`src/rtl/uio_bus_arbiter_if.sv`:
```
// Client request/grant bundle plus the uio pad signals of uio_bus_arbiter.
// req_lock exists only when UIO_ARB_LOCK_EN is defined.
interface uio_bus_arbiter_if #(
  parameter int unsigned NUM_REQ = 4
);
  logic                 ena;
  logic [NUM_REQ-1:0]   req;
  logic [NUM_REQ-1:0]   req_wr;
  logic [8*NUM_REQ-1:0] req_wdata;
`ifdef UIO_ARB_LOCK_EN
  logic [NUM_REQ-1:0]   req_lock;
`endif
  logic [NUM_REQ-1:0]   gnt;
  logic [NUM_REQ-1:0]   ack;
  logic [7:0]           rdata;
  logic                 busy;
  logic [7:0]           uio_in;
  logic [7:0]           uio_out;
  logic [7:0]           uio_oe;

`ifdef UIO_ARB_LOCK_EN
  modport master (
    output ena, req, req_wr, req_wdata, req_lock, uio_in,
    input  gnt, ack, rdata, busy, uio_out, uio_oe
  );
  modport slave (
    input  ena, req, req_wr, req_wdata, req_lock, uio_in,
    output gnt, ack, rdata, busy, uio_out, uio_oe
  );
`else
  modport master (
    output ena, req, req_wr, req_wdata, uio_in,
    input  gnt, ack, rdata, busy, uio_out, uio_oe
  );
  modport slave (
    input  ena, req, req_wr, req_wdata, uio_in,
    output gnt, ack, rdata, busy, uio_out, uio_oe
  );
`endif
endinterface

```
`src/rtl/uio_bus_arbiter.sv`:
```
// Round-robin arbiter sharing the 8-bit uio pad bus among NUM_REQ clients, with
// turnaround on direction change. Define UIO_ARB_LOCK_EN to enable locked re-grants.
module uio_bus_arbiter #(
  parameter int unsigned NUM_REQ     = 4,
  parameter int unsigned XFER_CYCLES = 2,
  parameter int unsigned TURN_CYCLES = 1
) (
  input logic               clk,
  input logic               rst_n,
  uio_bus_arbiter_if.slave  bus_io
);

  localparam int unsigned IdxW      = $clog2(NUM_REQ);
  localparam logic [15:0] XferLast  = 16'(XFER_CYCLES - 1);
  localparam logic [15:0] TurnLast  = 16'(TURN_CYCLES - 1);

  typedef enum logic [1:0] {StIdle, StTurn, StXfer, StDone} state_e;

  state_e              state_q, state_d;
  logic [15:0]         cnt_q, cnt_d;
  logic [IdxW-1:0]     idx_q, idx_d;
  logic [IdxW-1:0]     ptr_q, ptr_d;
  logic                wr_q, wr_d;
  logic                last_dir_q, last_dir_d;
  logic [7:0]          wdata_q, wdata_d;
  logic [NUM_REQ-1:0]  gnt_q, gnt_d;
  logic [NUM_REQ-1:0]  ack_q, ack_d;
  logic [7:0]          rdata_q, rdata_d;
  logic                busy_q, busy_d;
  logic [7:0]          uio_out_q, uio_out_d;
  logic [7:0]          uio_oe_q, uio_oe_d;

  logic                win_valid;
  logic [IdxW-1:0]     win_idx;
  logic [IdxW-1:0]     cand;
  logic [IdxW-1:0]     next_ptr;

`ifdef UIO_ARB_LOCK_EN
  localparam logic [2:0] LockMax = 3'd4;
  logic [2:0] lock_cnt_q, lock_cnt_d;
  logic       relock;

  // Same client may keep the bus for up to LockMax consecutive grants.
  assign relock = bus_io.ena && bus_io.req[idx_q] && bus_io.req_lock[idx_q] &&
                  (lock_cnt_q < LockMax);
`endif

  // Scan from the last candidate down so the first hit at/after ptr wins.
  always_comb begin
    win_valid = 1'b0;
    win_idx   = '0;
    cand      = '0;
    for (int i = NUM_REQ - 1; i >= 0; i--) begin
      cand = IdxW'((int'(ptr_q) + i) % NUM_REQ);
      if (bus_io.req[cand]) begin
        win_valid = 1'b1;
        win_idx   = cand;
      end
    end
  end

  assign next_ptr = (int'(idx_q) == int'(NUM_REQ) - 1) ? '0 : idx_q + 1'b1;

  always_comb begin
    state_d    = state_q;
    cnt_d      = cnt_q;
    idx_d      = idx_q;
    ptr_d      = ptr_q;
    wr_d       = wr_q;
    last_dir_d = last_dir_q;
    wdata_d    = wdata_q;
    rdata_d    = rdata_q;
`ifdef UIO_ARB_LOCK_EN
    lock_cnt_d = lock_cnt_q;
`endif

    unique case (state_q)
      StIdle: begin
        if (bus_io.ena && win_valid) begin
          idx_d   = win_idx;
          wr_d    = bus_io.req_wr[win_idx];
          wdata_d = bus_io.req_wdata[8*int'(win_idx) +: 8];
          cnt_d   = '0;
          state_d = (bus_io.req_wr[win_idx] != last_dir_q) ? StTurn : StXfer;
`ifdef UIO_ARB_LOCK_EN
          lock_cnt_d = 3'd1;
`endif
        end
      end
      StTurn: begin
        if (cnt_q == TurnLast) begin
          cnt_d      = '0;
          last_dir_d = wr_q;
          state_d    = StXfer;
        end else begin
          cnt_d = cnt_q + 16'd1;
        end
      end
      StXfer: begin
        if (cnt_q == XferLast) begin
          cnt_d   = '0;
          state_d = StDone;
          if (!wr_q) rdata_d = bus_io.uio_in;
        end else begin
          cnt_d = cnt_q + 16'd1;
        end
      end
      StDone: begin
        state_d = StIdle;
        ptr_d   = next_ptr;
`ifdef UIO_ARB_LOCK_EN
        if (relock) begin
          ptr_d      = ptr_q;
          wr_d       = bus_io.req_wr[idx_q];
          wdata_d    = bus_io.req_wdata[8*int'(idx_q) +: 8];
          cnt_d      = '0;
          lock_cnt_d = lock_cnt_q + 3'd1;
          state_d    = (bus_io.req_wr[idx_q] != last_dir_q) ? StTurn : StXfer;
        end
`endif
      end
      default: state_d = StIdle;
    endcase

    // Registered outputs are derived from the next state.
    gnt_d = '0;
    if (state_d == StTurn || state_d == StXfer) gnt_d[idx_d] = 1'b1;
    ack_d = '0;
    if (state_d == StDone) ack_d[idx_d] = 1'b1;
    busy_d    = (state_d != StIdle);
    uio_oe_d  = (state_d == StXfer && wr_d) ? 8'hFF : 8'h00;
    uio_out_d = (state_d == StXfer && wr_d) ? wdata_d : uio_out_q;
`ifdef UIO_ARB_LOCK_EN
    // Keep pads driven through DONE when a locked write follows without turnaround.
    if (state_q == StXfer && state_d == StDone && wr_q && relock && bus_io.req_wr[idx_q]) begin
      uio_oe_d = 8'hFF;
    end
`endif
  end

  always_ff @(posedge clk or negedge rst_n) begin
    if (!rst_n) begin
      state_q    <= StIdle;
      cnt_q      <= '0;
      idx_q      <= '0;
      ptr_q      <= '0;
      wr_q       <= 1'b0;
      last_dir_q <= 1'b0;
      wdata_q    <= '0;
      gnt_q      <= '0;
      ack_q      <= '0;
      rdata_q    <= '0;
      busy_q     <= 1'b0;
      uio_out_q  <= '0;
      uio_oe_q   <= '0;
`ifdef UIO_ARB_LOCK_EN
      lock_cnt_q <= '0;
`endif
    end else begin
      state_q    <= state_d;
      cnt_q      <= cnt_d;
      idx_q      <= idx_d;
      ptr_q      <= ptr_d;
      wr_q       <= wr_d;
      last_dir_q <= last_dir_d;
      wdata_q    <= wdata_d;
      gnt_q      <= gnt_d;
      ack_q      <= ack_d;
      rdata_q    <= rdata_d;
      busy_q     <= busy_d;
      uio_out_q  <= uio_out_d;
      uio_oe_q   <= uio_oe_d;
`ifdef UIO_ARB_LOCK_EN
      lock_cnt_q <= lock_cnt_d;
`endif
    end
  end

  assign bus_io.gnt     = gnt_q;
  assign bus_io.ack     = ack_q;
  assign bus_io.rdata   = rdata_q;
  assign bus_io.busy    = busy_q;
  assign bus_io.uio_out = uio_out_q;
  assign bus_io.uio_oe  = uio_oe_q;

endmodule
```
`src/flat_wrapper.sv`:
```
// flat-port wrapper written by rule: the top's interface ports become plain ports
module uio_bus_arbiter_flat 
#(
  parameter int unsigned NUM_REQ     = 4,
  parameter int unsigned XFER_CYCLES = 2,
  parameter int unsigned TURN_CYCLES = 1
)
  (clk, rst_n, bus_io_ena, bus_io_req, bus_io_req_wr, bus_io_req_wdata, bus_io_uio_in, bus_io_gnt, bus_io_ack, bus_io_rdata, bus_io_busy, bus_io_uio_out, bus_io_uio_oe);
  uio_bus_arbiter_if #(.NUM_REQ(NUM_REQ)) bus_io_i ();
  input logic clk;
  input logic rst_n;
  input wire logic [$bits(bus_io_i.ena)-1:0] bus_io_ena;
  input wire logic [$bits(bus_io_i.req)-1:0] bus_io_req;
  input wire logic [$bits(bus_io_i.req_wr)-1:0] bus_io_req_wr;
  input wire logic [$bits(bus_io_i.req_wdata)-1:0] bus_io_req_wdata;
  input wire logic [$bits(bus_io_i.uio_in)-1:0] bus_io_uio_in;
  output wire logic [$bits(bus_io_i.gnt)-1:0] bus_io_gnt;
  output wire logic [$bits(bus_io_i.ack)-1:0] bus_io_ack;
  output wire logic [$bits(bus_io_i.rdata)-1:0] bus_io_rdata;
  output wire logic [$bits(bus_io_i.busy)-1:0] bus_io_busy;
  output wire logic [$bits(bus_io_i.uio_out)-1:0] bus_io_uio_out;
  output wire logic [$bits(bus_io_i.uio_oe)-1:0] bus_io_uio_oe;
  assign bus_io_i.ena = bus_io_ena;
  assign bus_io_i.req = bus_io_req;
  assign bus_io_i.req_wr = bus_io_req_wr;
  assign bus_io_i.req_wdata = bus_io_req_wdata;
  assign bus_io_i.uio_in = bus_io_uio_in;
  assign bus_io_gnt = bus_io_i.gnt;
  assign bus_io_ack = bus_io_i.ack;
  assign bus_io_rdata = bus_io_i.rdata;
  assign bus_io_busy = bus_io_i.busy;
  assign bus_io_uio_out = bus_io_i.uio_out;
  assign bus_io_uio_oe = bus_io_i.uio_oe;
  uio_bus_arbiter #(.NUM_REQ(NUM_REQ), .XFER_CYCLES(XFER_CYCLES), .TURN_CYCLES(TURN_CYCLES)) u_core (.clk(clk), .rst_n(rst_n), .bus_io(bus_io_i));
endmodule
```
`config.mk`:
```
export PLATFORM = sky130hd
export DESIGN_NAME = uio_bus_arbiter_flat
export DESIGN_NICKNAME = d
export VERILOG_FILES = /design/src/rtl/uio_bus_arbiter_if.sv /design/src/rtl/uio_bus_arbiter.sv /design/src/flat_wrapper.sv
export SDC_FILE = /design/constraint.sdc
export NUM_CORES = 1
export LEC_CHECK = 0
export ABC_AREA = 1
export CAP_MARGIN = 40
export CORE_ASPECT_RATIO = 0.75
export CORE_MARGIN = 3
export CORE_UTILIZATION = 50
export DETAILED_ROUTE_END_ITERATION = 10
export GPL_TIMING_DRIVEN = 0
export PLACE_DENSITY_LB_ADDON = 0.08
export SLEW_MARGIN = 5
export SYNTH_ARGS = -nofsm -noshare
export SYNTH_HDL_FRONTEND = slang
export SYNTH_SLANG_ARGS = --single-unit
```
`constraint.sdc`:
```
create_clock -name clk -period 3.1 [get_ports clk]
set_input_delay 0.62 -clock clk [delete_from_list [all_inputs] [get_ports clk]]
set_output_delay 0.62 -clock clk [all_outputs]
set_load 0.05 [all_outputs]
```
# Yosys cells after proc, flatten, opt, wreduce, memory -nomap -nowiden
# Index checks and enable logic that the tools add are counted.
[word_totals]
reg_bits = 65
out_inout_bits = 33
[op_classes]
add_sub_neg = 5
magnitude_cmp = 7
eq_ne = 10
n_shift = 1
mux = 39
bitwise_logic = 1
n_reduce_logical = 11
[ops]
columns = ["op", "n"]
rows = [
  ["$mux W16", 3],
  ["$pmux W16 S3", 1],
  ["$shiftx A32 B6 Y8", 1],
  ["$mux W8", 3],
  ["$mux W2", 11],
  ["$lt A2 B3 Y1 const B", 6],
  ["$add A16 B1 Y16 const B", 1],
  ["$eq A16 B1 Y1 const B", 1],
  ["$logic_not A16 Y1", 1],
  ["$mux W1", 12],
  ["$bmux W1 S2", 5],
  ["$eq A2 B2 Y1 const B", 4],
  ["$mux W4", 2],
  ["$pmux W2 S4", 1],
  ["$eq A2 B1 Y1 const B", 3],
  ["$add A2 B1 Y2 const B", 2],
  ["$add A2 B2 Y2 const B", 2],
  ["$reduce_and A2 Y1", 2],
  ["$logic_and A1 B1 Y1", 3],
  ["$reduce_and A3 Y1", 1],
  ["$reduce_bool A3 Y1", 1],
  ["$demux W1 S2", 1],
  ["$ge A2 B1 Y1 const B", 1],
  ["$logic_not A2 Y1", 1],
  ["5 further kinds", 5],
]

# Depth between registers and ports, before layout
[depth]
depth_word = 16
ltp_mapped = 21

# Worst setup path before layout
# OpenSTA, ideal clock, no wires.
[synth_timing]
path_kind = "input -> register"
start = "input bus_io_req[3]"
end = "register u_core.uio_out_q[6], in the netlist u_core.bus_io.uio_out[6]"
setup_ns = 0.123
t_arrival_ns = 2.494
required_ns = 2.977
path_slack_ns = 0.483
stages = 21
cell_sequence = "inv_1 -> nand2_1 -> nand2_2 -> nor2_2 -> inv_1 -> nand2_1 -> inv_1 -> nand2_1 -> nand2_2 -> nand2_4 -> buf_4 -> nand2_1 -> nand3_1 -> nand3_1 -> nand3_2 -> a21oi_1 -> ha_1 -> nand3_4 -> buf_6 -> nand2_1 -> o21ai_2"
[synth_between]
elab_chain_len = 14
elab_cells_between_ends = 30
cone_classes = "2 x eq/ne; 1 x shift; 25 x mux; 2 x reduce/logical"
[synth_rtl]
columns = ["item", "line_no", "text"]
rows = [
  ["start, declared", "flat_wrapper.sv:13", "input wire logic [$bits(bus_io_i.req)-1:0] bus_io_req;"],
  ["$bmux W1 S2", "uio_bus_arbiter.sv:55", "if (bus_io.req[cand]) begin"],
  ["$mux W1 (implied by the code)", "uio_bus_arbiter.sv:55", ""],
  ["$mux W2 (4 in a row)", "uio_bus_arbiter.sv:55", ""],
  ["$bmux W1 S2", "uio_bus_arbiter.sv:84", "state_d = (bus_io.req_wr[win_idx] != last_dir_q) ? StTurn : StXfer;"],
  ["$mux W1 (implied by the code)", "uio_bus_arbiter.sv:84", ""],
  ["$ne A1 B1 Y1", "uio_bus_arbiter.sv:84", ""],
  ["$mux W2", "uio_bus_arbiter.sv:84", ""],
  ["$mux W2 (*)", "uio_bus_arbiter.sv:79", "if (bus_io.ena && win_valid) begin"],
  ["$pmux W2 S4 (*)", "uio_bus_arbiter.sv:77", "unique case (state_q)"],
  ["via u_core.state_d[1]", "uio_bus_arbiter.sv:19", "state_e state_q, state_d;"],
  ["$eq A2 B2 Y1 (*)", "uio_bus_arbiter.sv:132", "uio_out_d = (state_d == StXfer && wr_d) ? wdata_d : uio_out_q;"],
  ["$logic_and A1 B1 Y1 (*)", "uio_bus_arbiter.sv:132", ""],
  ["end signal, assigned", "uio_bus_arbiter.sv:171", "uio_out_q <= uio_out_d;"],
  ["end, declared", "uio_bus_arbiter.sv:30", "logic [7:0] uio_out_q, uio_out_d;"],
]
# The timed path passes the listed nets; every way through them passes the cells marked *. The select of a mux whose other input is x is not followed.
# A chain may end at the register's enable or synchronous reset.

# Worst setup path after layout
[layout_timing]
start = "input bus_io_req[3]"
end = "register u_core.uio_out_q[7], in the netlist u_core.bus_io.uio_out[7]"
[layout_between]
elab_chain_len = 14
elab_cells_between_ends = 30
cone_classes = "2 x eq/ne; 1 x shift; 25 x mux; 2 x reduce/logical"
[layout_rtl]
columns = ["item", "line_no"]
rows = [
  ["$bmux W1 S2", "uio_bus_arbiter.sv:55"],
  ["$mux W1 (implied by the code)", "uio_bus_arbiter.sv:55"],
  ["$mux W2 (4 in a row)", "uio_bus_arbiter.sv:55"],
  ["$bmux W1 S2", "uio_bus_arbiter.sv:81, uio_bus_arbiter.sv:84"],
  ["$mux W1 (implied by the code)", "uio_bus_arbiter.sv:81, uio_bus_arbiter.sv:84"],
  ["$ne A1 B1 Y1", "uio_bus_arbiter.sv:84"],
  ["$mux W2", "uio_bus_arbiter.sv:84"],
  ["$mux W2", "uio_bus_arbiter.sv:79"],
  ["$pmux W2 S4", "uio_bus_arbiter.sv:77"],
  ["$eq A2 B2 Y1", "uio_bus_arbiter.sv:132"],
  ["$logic_and A1 B1 Y1", "uio_bus_arbiter.sv:132"],
]
# Several ways; a longest one is shown, not always the timed one. The select of a mux whose other input is x is not followed.

==> results <==
- The number of pins exceeding their max-slew limit in the final report was 0.
- The most numerous cell type found on the critical path is sky130_fd_sc_hd__nand2_1.
- In this run the remaining antenna-violating nets after routing total 0.
- The critical path data required time is between 3 and 4 ns.
- The initial antenna violation count was 0.
- The fraction of final layout cells sized beyond drive strength 1 is 0.172.
- The clock passes through at most 2 buffers.
- In the final routed layout, each cell accounts on average for between 10 and 15 um.
- The clock transition at the registers of the reported paths is 0.07 ns.
- The slack of the worst reg-to-reg path is between 0.3 and 0.4 ns.
- Along the worst path, the maximum fanout reaches 10.
- The quantity of hold-fixing buffers added after cts is 0.
- The signal on the critical path passes through clkdlybuf4s50_1 -> inv_1 -> nand2_1 -> nand3_1 -> nand2_1 -> inv_1 -> nor2_1 -> nor2_1 -> nand2_2 -> nand2_4 -> buf_6 -> nand2_1 -> nand3_1 -> nand3_2 -> nand3_4 -> a21oi_2 -> ha_2 -> nand3_4 -> buf_8 -> nand2_1 -> o21ai_2.
- The wire-length estimate of the detail-placed layout is about 6500 um.
- For this configuration, the core starts out at a cell density of 0.538.
- Across the run, the number of max-cap violations was 0.
- For this run, design rule violations remaining after detail routing come to 0.
- In this run the critical register-to-register path is launched from u_core.ptr_q[0].
- The number of hold-slack violations in the final timing report came to 0.
- The proportion of synthesized flip-flops having asynchronous set or reset is 1.00.
- The floorplan step defined a die boundary enclosing roughly 8000 um^2.
- The die is roughly 100 um wide.
- The netlist uses 39 different library cells.
- The count of buffers from port buffering is 83.
- Setup violations remaining at the end of the flow were counted as 0.
- The global routing stage identified its most utilized layer as met2.
- The maximum vdd drop is approximately 0.75 mV.
- The critical path contains buffers and inverters numbering 5 combined.
- The synthesized-area fraction occupied by ao, oa, aoi and oai cells is 0.109.
- The post-synthesis instance area is 3510 um^2.
- The floorplan has 25 rows.
- The net switching component of the power is about 2.7 mW.
- By area the synthesized netlist is led by sky130_fd_sc_hd__dfrtp_1, sky130_fd_sc_hd__nand2_1, sky130_fd_sc_hd__inv_1.
- The met3 track demand over resource in global routing is 0.0568.
- The net count of the mapped netlist is 501.
- In this run the number of cells on the critical path is 21.
- The largest single stage delay on the critical path is 0.48 ns.
- The clock tree skew after final layout is roughly 0.012 ns.
- The global-route congestion overflow total is 0.
- The dominant combinational cell family by area after synthesis is simple AND/OR/NAND/NOR gates.
- The data arrival time of the critical path is 3.18 ns.
- For this run, the register share of the synthesized area comes to 0.413.
- The count of H-tree levels built during CTS is 3.
- The critical path ends at u_core.bus_io.uio_out[7].
- The cell count of the worst reg-to-reg path is 21.
- The total internal power is around 2.8 mW.
- The count of cells in the finished layout, fillers not included, comes to between 600 and 700.
- Of the post-synthesis cell area, the dominant cell type holds 0.413.
- Of the total synthesized cell area, the portion taken by XOR and XNOR cells is 0.00249.
- For this run, global-route usage on met1 was measured as 0.323.
- The first TritonRoute pass finished after 5 iterations.
- Of the total synthesized cell area, the portion taken by full adders, half adders and majority gates is 0.0498.
- The final critical-path share of the clock period is 0.957.
- The number of global-route vias before repair came to a little over 3000.
- In the synthesized netlist, the number of instances is around 440.
- The top flip-flop cell by instance count after synthesis is sky130_fd_sc_hd__dfrtp_1.
- The setup path with the least slack is of type in -> reg.
- The placer's final routability congestion estimate is about 0.90.
- After detailed routing, the total wire length is between 8000 and 9000 um.
- Of the total synthesized cell area, the portion taken by AND, OR, NAND and NOR gates is 0.284.
- The share of total power in the clock network is 0.138.
- The number of placed instances, taps included, is 601.
- Of the total power, the share spent switching nets is 0.493.
- The share of total power dissipated in sequential elements is 0.212.
- The clock insertion delay at the later pin of the skew report is roughly 0.34 ns.
- The via count of the routed design is about 3200.
- The first element of the critical path is bus_io_req[3].
- The cell sitting at the root of the clock tree is a sky130_fd_sc_hd__clkbuf_8.
- The power per unit of standard cell area is between 1000 and 1500 nW/um^2.
- For met2 alone, demand over resource in global routing was 0.352.
- 84 I/O pins were placed.
- The worst setup path is launched from an input port.
- Yosys mapped a number of flops with a built-in enable equal to 0.
- The final setup TNS is 0 ns.
- The via density per instance is about 5.2.
- The core region is roughly 6500 um^2.
- The synthesized design contains 58 register bits.
- The clock tree from TritonCTS is built.
- For this run, the total global-route usage over all layers was measured as 0.229.
- In this run the critical register-to-register path is captured at u_core.bus_io.uio_out[7].
- For the pin with the worst max-slew slack, the measured transition is about 0.65 ns.
- The path class of the tightest hold or removal check is in -> async.
- The net count of the finished layout is 602.
- The total CTS buffers is 9.
- After synthesis, the mean cell area works out to between 8 and 9 um^2.
- The logic gate share of total power is 0.650.
- The clock net in this run drives a total of 58 sinks.
- The most area-hungry cell type in the Yosys netlist is sky130_fd_sc_hd__dfrtp_1.
- After the first detailed-routing iteration, the DRC count stood at around 200.
- The worst setup path is captured at a flop.
- The area added between synthesis and finish is 36.9%.
- Among all stages on the critical path, the largest delay is contributed by sky130_fd_sc_hd__clkdlybuf4s50_1.
- The leakage dissipation is around 2.3 nW.
- The number of diodes is 0.
- On the final layout, the worst hold slack is 0.302 ns.
- The max-slew headroom at the worst pin is 0.569.
- The proportion of synthesized area in mux cells is 0.0256.
- During synthesis, Yosys emitted a total of 0 warnings.
- At the end of the flow the core is filled with cells to 0.736.
- The largest net degree at the start of global routing is 32.
- Timing would allow up to roughly 0.34 GHz.
- The first global-routing pass estimated around 15000 um of wire.
- The family with the most delay on the worst path is simple AND/OR/NAND/NOR gates.
- The run finished with clean final reports.
- The die is 78.6 um tall.
- The final critical-path required period is roughly 3.0 ns.
-- cells in the final DEF, fill, tap and decap left out, drive strengths merged, types with 4 or more instances in the layout --
cell and n:
a21oi 14, buf 22, clkbuf 11, clkdlybuf4s50 82, dfrtp 58, ha 14, inv 77, mux2 8
nand2 101, nand3 52, nand3b 6, nand4 6, nor2 28, nor3 6, o211ai 5, o21a 4
o21ai 24
-- power groups by stage --
| stage | sequential [mW] | clock [mW] | combinational (mW) |
|---|---|---|---|
| 6_report | 1.17 | 0.766 | 3.60 |
| 5_1_grt | 1.20 | 0.818 | 3.93 |
| 4_1_cts | 1.17 | 0.779 | 3.31 |
| 3_5_place_dp | 1.18 | 0 | 3.29 |
| 3_3_place_gp | 1.17 | 0 | 3.23 |
| 2_1_floorplan | 1.66 | 0 | 1.93 |
-- sequential cells by signal, summed over array words and instances (netlist names), 2 cells and up --
signal                 cells
u_core.ptr_q               2
u_core.bus_io.uio_out      8
u_core.idx_q               2
u_core.bus_io.ack          4
u_core.bus_io.gnt          4
u_core.cnt_q              16
u_core.state_q             2
u_core.bus_io.rdata        8
u_core.wdata_q             8
-- worst min path at each step --
stage / startpoint / endpoint / slack (ns) / depth (start not counted)
finish: rst_n / u_core.bus_io.uio_out[7] / 0.30 / 1
CTS: rst_n / u_core.bus_io.uio_out[7] / 0.31 / 1
global placement: u_core.bus_io.uio_out[5] / u_core.bus_io.uio_out[5] / 0.46 / 2
floorplan: rst_n / u_core.bus_io.ack[0] / 0.32 / 0
detailed placement: u_core.bus_io.uio_out[4] / u_core.bus_io.uio_out[4] / 0.47 / 2
global route: rst_n / u_core.bus_io.uio_out[7] / 0.33 / 1
-- per-stage QoR --
stage          total power [mW]  worst slack, ns  instance area, um^2
4_1_cts                    5.26           0.0289                 4680
3_3_place_gp               4.40           -0.405                 4450
3_5_place_dp               4.47           -0.387                 4460
5_1_grt                    5.95          -0.0307                 4810
6_report                   5.54            0.132                 4810
2_1_floorplan              3.59            0.483                 3510
-- synthesized netlist by cell type (4+ instances only) --
| cell type | instances |
|---|---|
| sky130_fd_sc_hd__nand2_1 | 89 |
| sky130_fd_sc_hd__o21ai_0 | 12 |
| sky130_fd_sc_hd__nand3_2 | 5 |
| sky130_fd_sc_hd__nor2_1 | 25 |
| sky130_fd_sc_hd__inv_2 | 5 |
| sky130_fd_sc_hd__nand4_1 | 6 |
| sky130_fd_sc_hd__ha_1 | 14 |
| sky130_fd_sc_hd__o21ai_1 | 6 |
| sky130_fd_sc_hd__nand2_2 | 10 |
| sky130_fd_sc_hd__o21a_1 | 4 |
| sky130_fd_sc_hd__inv_1 | 70 |
| sky130_fd_sc_hd__a21oi_1 | 14 |
| sky130_fd_sc_hd__dfrtp_1 | 58 |
| sky130_fd_sc_hd__o21ai_2 | 6 |
| sky130_fd_sc_hd__nand3b_1 | 6 |
| sky130_fd_sc_hd__mux2_2 | 8 |
| sky130_fd_sc_hd__nand3_1 | 46 |
| sky130_fd_sc_hd__nor3_1 | 4 |
| sky130_fd_sc_hd__o211ai_1 | 5 |
| sky130_fd_sc_hd__buf_4 | 11 |
-- timing repair --
| item | in CTS | in global routing |
|---|---|---|
| buffers inserted | 0 | 5 |
| pin swaps | 0 | 5 |
| cloned | 0 | 1 |
| resized for setup | 1 | 16 |
| endpoints found under the setup margin | 4 | 9 |
| hold endpoints to repair | 0 | 0 |
-- per-layer routing --
metal / part of all wire / wire length, um
met1: 0.48 / 4290
met2: 0.44 / 3980
met3: 0.064 / 571
met4: 0.013 / 112
met5: 0 / 0
-- cell families after synthesis --
kind of cell	after synthesis
adders and majority gates	14
DFF	58
and+or+nand+nor	205
buffers and inverters	93
xor gates and xnor gates	1
AOI/OAI and AO/OA	57
muxes	8
-- cell type report --
cell class	count	area [um^2]
fill	500	1730
multi-input combinational	285	1710
sequential	58	1450
timing repair buffer	90	908
inverter	77	294
buffer	16	126
clock buffer	9	124
tap	81	101
clock inverter	7	93.8
Power figures use the tool's default switching activity.
==> patch 1 (same flow settings) <==
`NUM_REQ` is set to 4 in 3 places; all go to 2.
--- a/src/rtl/uio_bus_arbiter_if.sv
+++ b/src/rtl/uio_bus_arbiter_if.sv
@@ -3,3 +3,3 @@
 interface uio_bus_arbiter_if #(
-  parameter int unsigned NUM_REQ = 4
+  parameter int unsigned NUM_REQ = 2
 );
--- a/src/rtl/uio_bus_arbiter.sv
+++ b/src/rtl/uio_bus_arbiter.sv
@@ -3,3 +3,3 @@
 module uio_bus_arbiter #(
-  parameter int unsigned NUM_REQ     = 4,
+  parameter int unsigned NUM_REQ     = 2,
   parameter int unsigned XFER_CYCLES = 2,
--- a/src/flat_wrapper.sv
+++ b/src/flat_wrapper.sv
@@ -3,3 +3,3 @@
 #(
-  parameter int unsigned NUM_REQ     = 4,
+  parameter int unsigned NUM_REQ     = 2,
   parameter int unsigned XFER_CYCLES = 2,
Ports: changed (5 resized); port bits go from 84 to 60. No check against the original RTL was run, so the function may have changed too.
==> patch 1 against the original RTL <==
  * Register-to-register slack gained 0.11 ns
  * Total power fell by 36%
  * Utilization is 7.5 points lower
  * Die area shrank 11%
  * Area after synthesis shrank 11%
  * Global-route usage down 3.0 points
  * Wire length is 26% lower
  * Worst setup slack better by 0.28 ns
  * Highest routed layer unchanged
  * Worst hold slack got worse by 0.041 ns
  * First-iteration DRC count is 8.4% lower
  * Sequential cell count fell by 6
  * Cell area shrank 19%
==> patch 1: results (changes against the original RTL) <==
.. list-table::
   :header-rows: 1

   * - Metric
     - Value
   * - Met3 layer wire length in the routed design
     - 502 um (was 571 um)
   * - M1 WL
     - 3.34 mm (was 4.29 mm)
   * - Worst hold slack after final layout
     - 0.262 ns (was 0.302 ns)
   * - Post-synthesis cell type count
     - 36 (was 39)
   * - Ranking of synthesized cells by area
     - dfrtp_1 42%, nand2_1 16%, inv_1 6.8% (was dfrtp_1 41%, nand2_1 9.5%, inv_1 7.5%)
   * - Iter 0 DRT Violations
     - 186 (was 203)
   * - Multi-input gate share of total cell area
     - 37.0% (was 35.6%)
   * - Clock-cell share of area
     - 2.40% (was 4.53%)
   * - Power dissipated by switching net loads
     - 1790 uW (was 2730 uW)
   * - Worst reg2reg path depth
     - 12 (was 21)
   * - Average wire length per cell after detail routing
     - 12.1 um (was 14.4 um)
   * - Met2 wirelength from detailed routing
     - 2.74 mm (was 3.98 mm)
   * - Cts repair resizes
     - 0 (was 1)
   * - Global-route met2 utilization
     - 29.3% (was 35.2%)
   * - Startpoint of the most critical register-to-register path
     - u_core.state_q[1] (was u_core.ptr_q[0])
   * - Repair and plain buffers
     - 78 (was 106)
   * - Portion of netlist area occupied by mux cells
     - 0% (was 2.56%)
   * - Number of buffer cells added on primary ports
     - 59 (was 83)
   * - Internal Pwr Total
     - 1780 uW (was 2810 uW)
   * - Nonclk inv count
     - 60 (was 77)
   * - Core Util, Final
     - 66.1% (was 73.6%)
   * - Max IR drop VDD
     - 0.000512 V (was 0.000752 V)
   * - Worst reg2reg path endpoint
     - u_core.bus_io.uio_out[3] (was u_core.bus_io.uio_out[7])
   * - Met3 Resource Use GR
     - 5.62% (was 5.68%)
   * - Clock buf count
     - 5 (was 9)
   * - Power in the clock group
     - 407 uW (was 766 uW)
   * - Result of the run
     - completed (unchanged)
   * - Final HPWL DP
     - 5.19 mm (was 6.52 mm)
   * - Share of final layout cell area taken by non-clock buffers
     - 18.9% (was 21.5%)
   * - Global routing met1 resource utilization
     - 28.6% (was 32.3%)
   * - CTS clk-pin slew, worst paths
     - 0.10 ns (was 0.07 ns)
## patch 1: cell count changes after synthesis, moves of 7 or more
cell	before	now
nand2_1	89	135
nand3_1	46	27
inv_1	70	56
o21ai_0	12	1
a21oi_1	14	4
nor2_1	25	34
mux2_2	8	0
nand2_2	10	3
## patch 1: cell families after synthesis
group,count (synthesis)
simple gates,219
compound gates,38
fa+ha+maj,11
xor+xnor,3
flops,52
buf+inv,78
## patch 1: worst max-delay path by stage
stage	from	endpoint	slack (ns)
after floorplan	bus_io_req[0]	u_core.bus_io.uio_out[0]	0.90
after global placement	rst_n	u_core.bus_io.uio_out[4]	-0.15
after detailed placement	bus_io_req[0]	u_core.bus_io.uio_out[6]	0.03
after CTS	bus_io_req[0]	u_core.bus_io.uio_out[3]	0.37
after global routing	bus_io_req[0]	u_core.bus_io.uio_out[1]	0.12
final	bus_io_req[0]	u_core.bus_io.uio_out[3]	0.41
==> patch 2 (same flow settings) <==
Without the edit above. Encoding of `state_e`: now one-hot (4 bits for 4 states).
--- a/src/rtl/uio_bus_arbiter.sv
+++ b/src/rtl/uio_bus_arbiter.sv
@@ -16,3 +16,3 @@
 
-  typedef enum logic [1:0] {StIdle, StTurn, StXfer, StDone} state_e;
+  typedef enum logic [3:0] {StIdle = 4'b0001, StTurn = 4'b0010, StXfer = 4'b0100, StDone = 4'b1000} state_e;
 
Function: same outputs for any inputs over 10 cycles, from zero or initial values and one cycle with rst_n low; not proved beyond that.
==> patch 2 against the original RTL <==
  * Area after synthesis shrank 8.3%
  * Worst setup slack gained 0.44 ns
  * Cell area decreased by 9.2%
  * Sequential cell count rose by 2
  * Via count is 13% lower
  * Wire length decreased by 17%
  * Clock skew about the same
  * Total power fell by 19%
  * Critical path type unchanged
  * Largest power group unchanged
  * Highest routed layer unchanged
==> patch 2: results (changes against the original RTL) <==
.. list-table::
   :header-rows: 1

   * - Metric
     - Value
   * - Max IR drop VDD
     - 0.000665 V (was 0.000752 V)
   * - Iter 0 DRT Violations
     - 137 (was 203)
   * - Root buffer cell
     - clkbuf_8 (unchanged)
   * - Fin nets
     - 530 (was 602)
   * - Power in the clock group
     - 753 uW (was 766 uW)
   * - Worst hold slack after final layout
     - 0.329 ns (was 0.302 ns)
   * - Cts repair resizes
     - 0 (was 1)
   * - Combinational gate power
     - 2580 uW (was 3600 uW)
   * - Syn nets
     - 436 (was 501)
   * - Max_slew headroom
     - 50.5% (was 56.9%)
   * - Met2 wirelength from detailed routing
     - 3.26 mm (was 3.98 mm)
   * - Met3 layer wire length in the routed design
     - 598 um (was 571 um)
   * - Global-route met2 utilization
     - 32.2% (was 35.2%)
   * - Critical path's largest stage delay
     - 0.46 ns (was 0.48 ns)
   * - Portion of the post-synthesis area used by sequential elements
     - 46.6% (was 41.3%)
   * - M1 WL
     - 3.55 mm (was 4.29 mm)
   * - Minimum setup slack after placement
     - 0.264 ns (was -0.387 ns)
   * - Total cell area at the placement stage
     - 0.00415 sq mm (was 0.00446 sq mm)
   * - Synthesized area per cell
     - 8.46 sq um (was 8.06 sq um)
   * - Met3 Resource Use GR
     - 9.88% (was 5.68%)
   * - Via count
     - 2817 (was 3248)
   * - Wire length of the first global-routing pass
     - 12.5 mm (was 14.6 mm)
   * - Clock Skews
     - 0.0121 ns (was 0.0123 ns)
   * - Worst reg2reg path endpoint
     - u_core.cnt_q[13] (was u_core.bus_io.uio_out[7])
   * - Filler Cell Count
     - 482 (was 500)
   * - Final RePlAce weighted congestion
     - 0.920 (was 0.896)
   * - Post-route minimum period
     - 2.53 ns (was 2.97 ns)
   * - Worst setup path startpoint
     - bus_io_req[1] (was bus_io_req[3])
   * - GRT Util Overall
     - 21.4% (was 22.9%)
   * - Layout cell share with drive strength beyond 1
     - 15.8% (was 17.2%)
   * - Crit-path max FO
     - 6 (was 10)
   * - Num CTS Buffers
     - 9 (unchanged)
   * - Worst reg2reg path depth
     - 11 (was 21)
   * - Data arrival time of the critical path
     - 2.77 ns (was 3.18 ns)
   * - Worst setup slack for register-to-register paths
     - 0.82 ns (was 0.31 ns)
   * - Highest metal layer used by the detailed router
     - met4 (unchanged)
   * - Total leakage power
     - 0.00204 uW (was 0.00228 uW)
   * - Average wire length per cell after detail routing
     - 13.4 um (was 14.4 um)
   * - Leading post-synthesis cells by instance count
     - 74 x nand2_1, 59 x dfrtp_1, 51 x inv_1, 29 x nand3_1, 29 x nor2_1 (was 89 x nand2_1, 70 x inv_1, 58 x dfrtp_1, 46 x nand3_1, 25 x nor2_1)
   * - Result of the run
     - completed (unchanged)
   * - Dpl cells
     - 542 (was 601)
patch 2: cell types whose count changed after synthesis, sizes merged, moves of 3 or more:
cell / change
o211ai: +7
nor3: +3
nand3b: -6
a21oi: +4
nor2: +8
a21boi: -3
a22oi: -3
nand3: -18
inv: -21
nand2: -16
ha: -10
patch 2: final cells by class:
class | count | area, sq um | area share (%)
multi-input combinational | 251 | 1400 | 32.1
clock inverter | 3 | 42.5 | 0.974
clock buffer | 13 | 179 | 4.10
buffer | 13 | 97.6 | 2.23
timing repair buffer | 83 | 828 | 19.0
inverter | 57 | 218 | 4.98
tap | 78 | 97.6 | 2.23
sequential | 60 | 1500 | 34.4
patch 2: logic make-up (layout without fill, tap and decap cells):
group,Yosys count,after routing,share of synthesized area [%]
and+or+nand+nor,175,175,26.5
AOI/OAI and AO/OA,63,63,12.5
xor gates and xnor gates,1,1,0.272
adders and majority gates,4,4,1.55
muxes,8,8,2.80
buffers and inverters,70,169,9.79
DFF,60,60,46.6
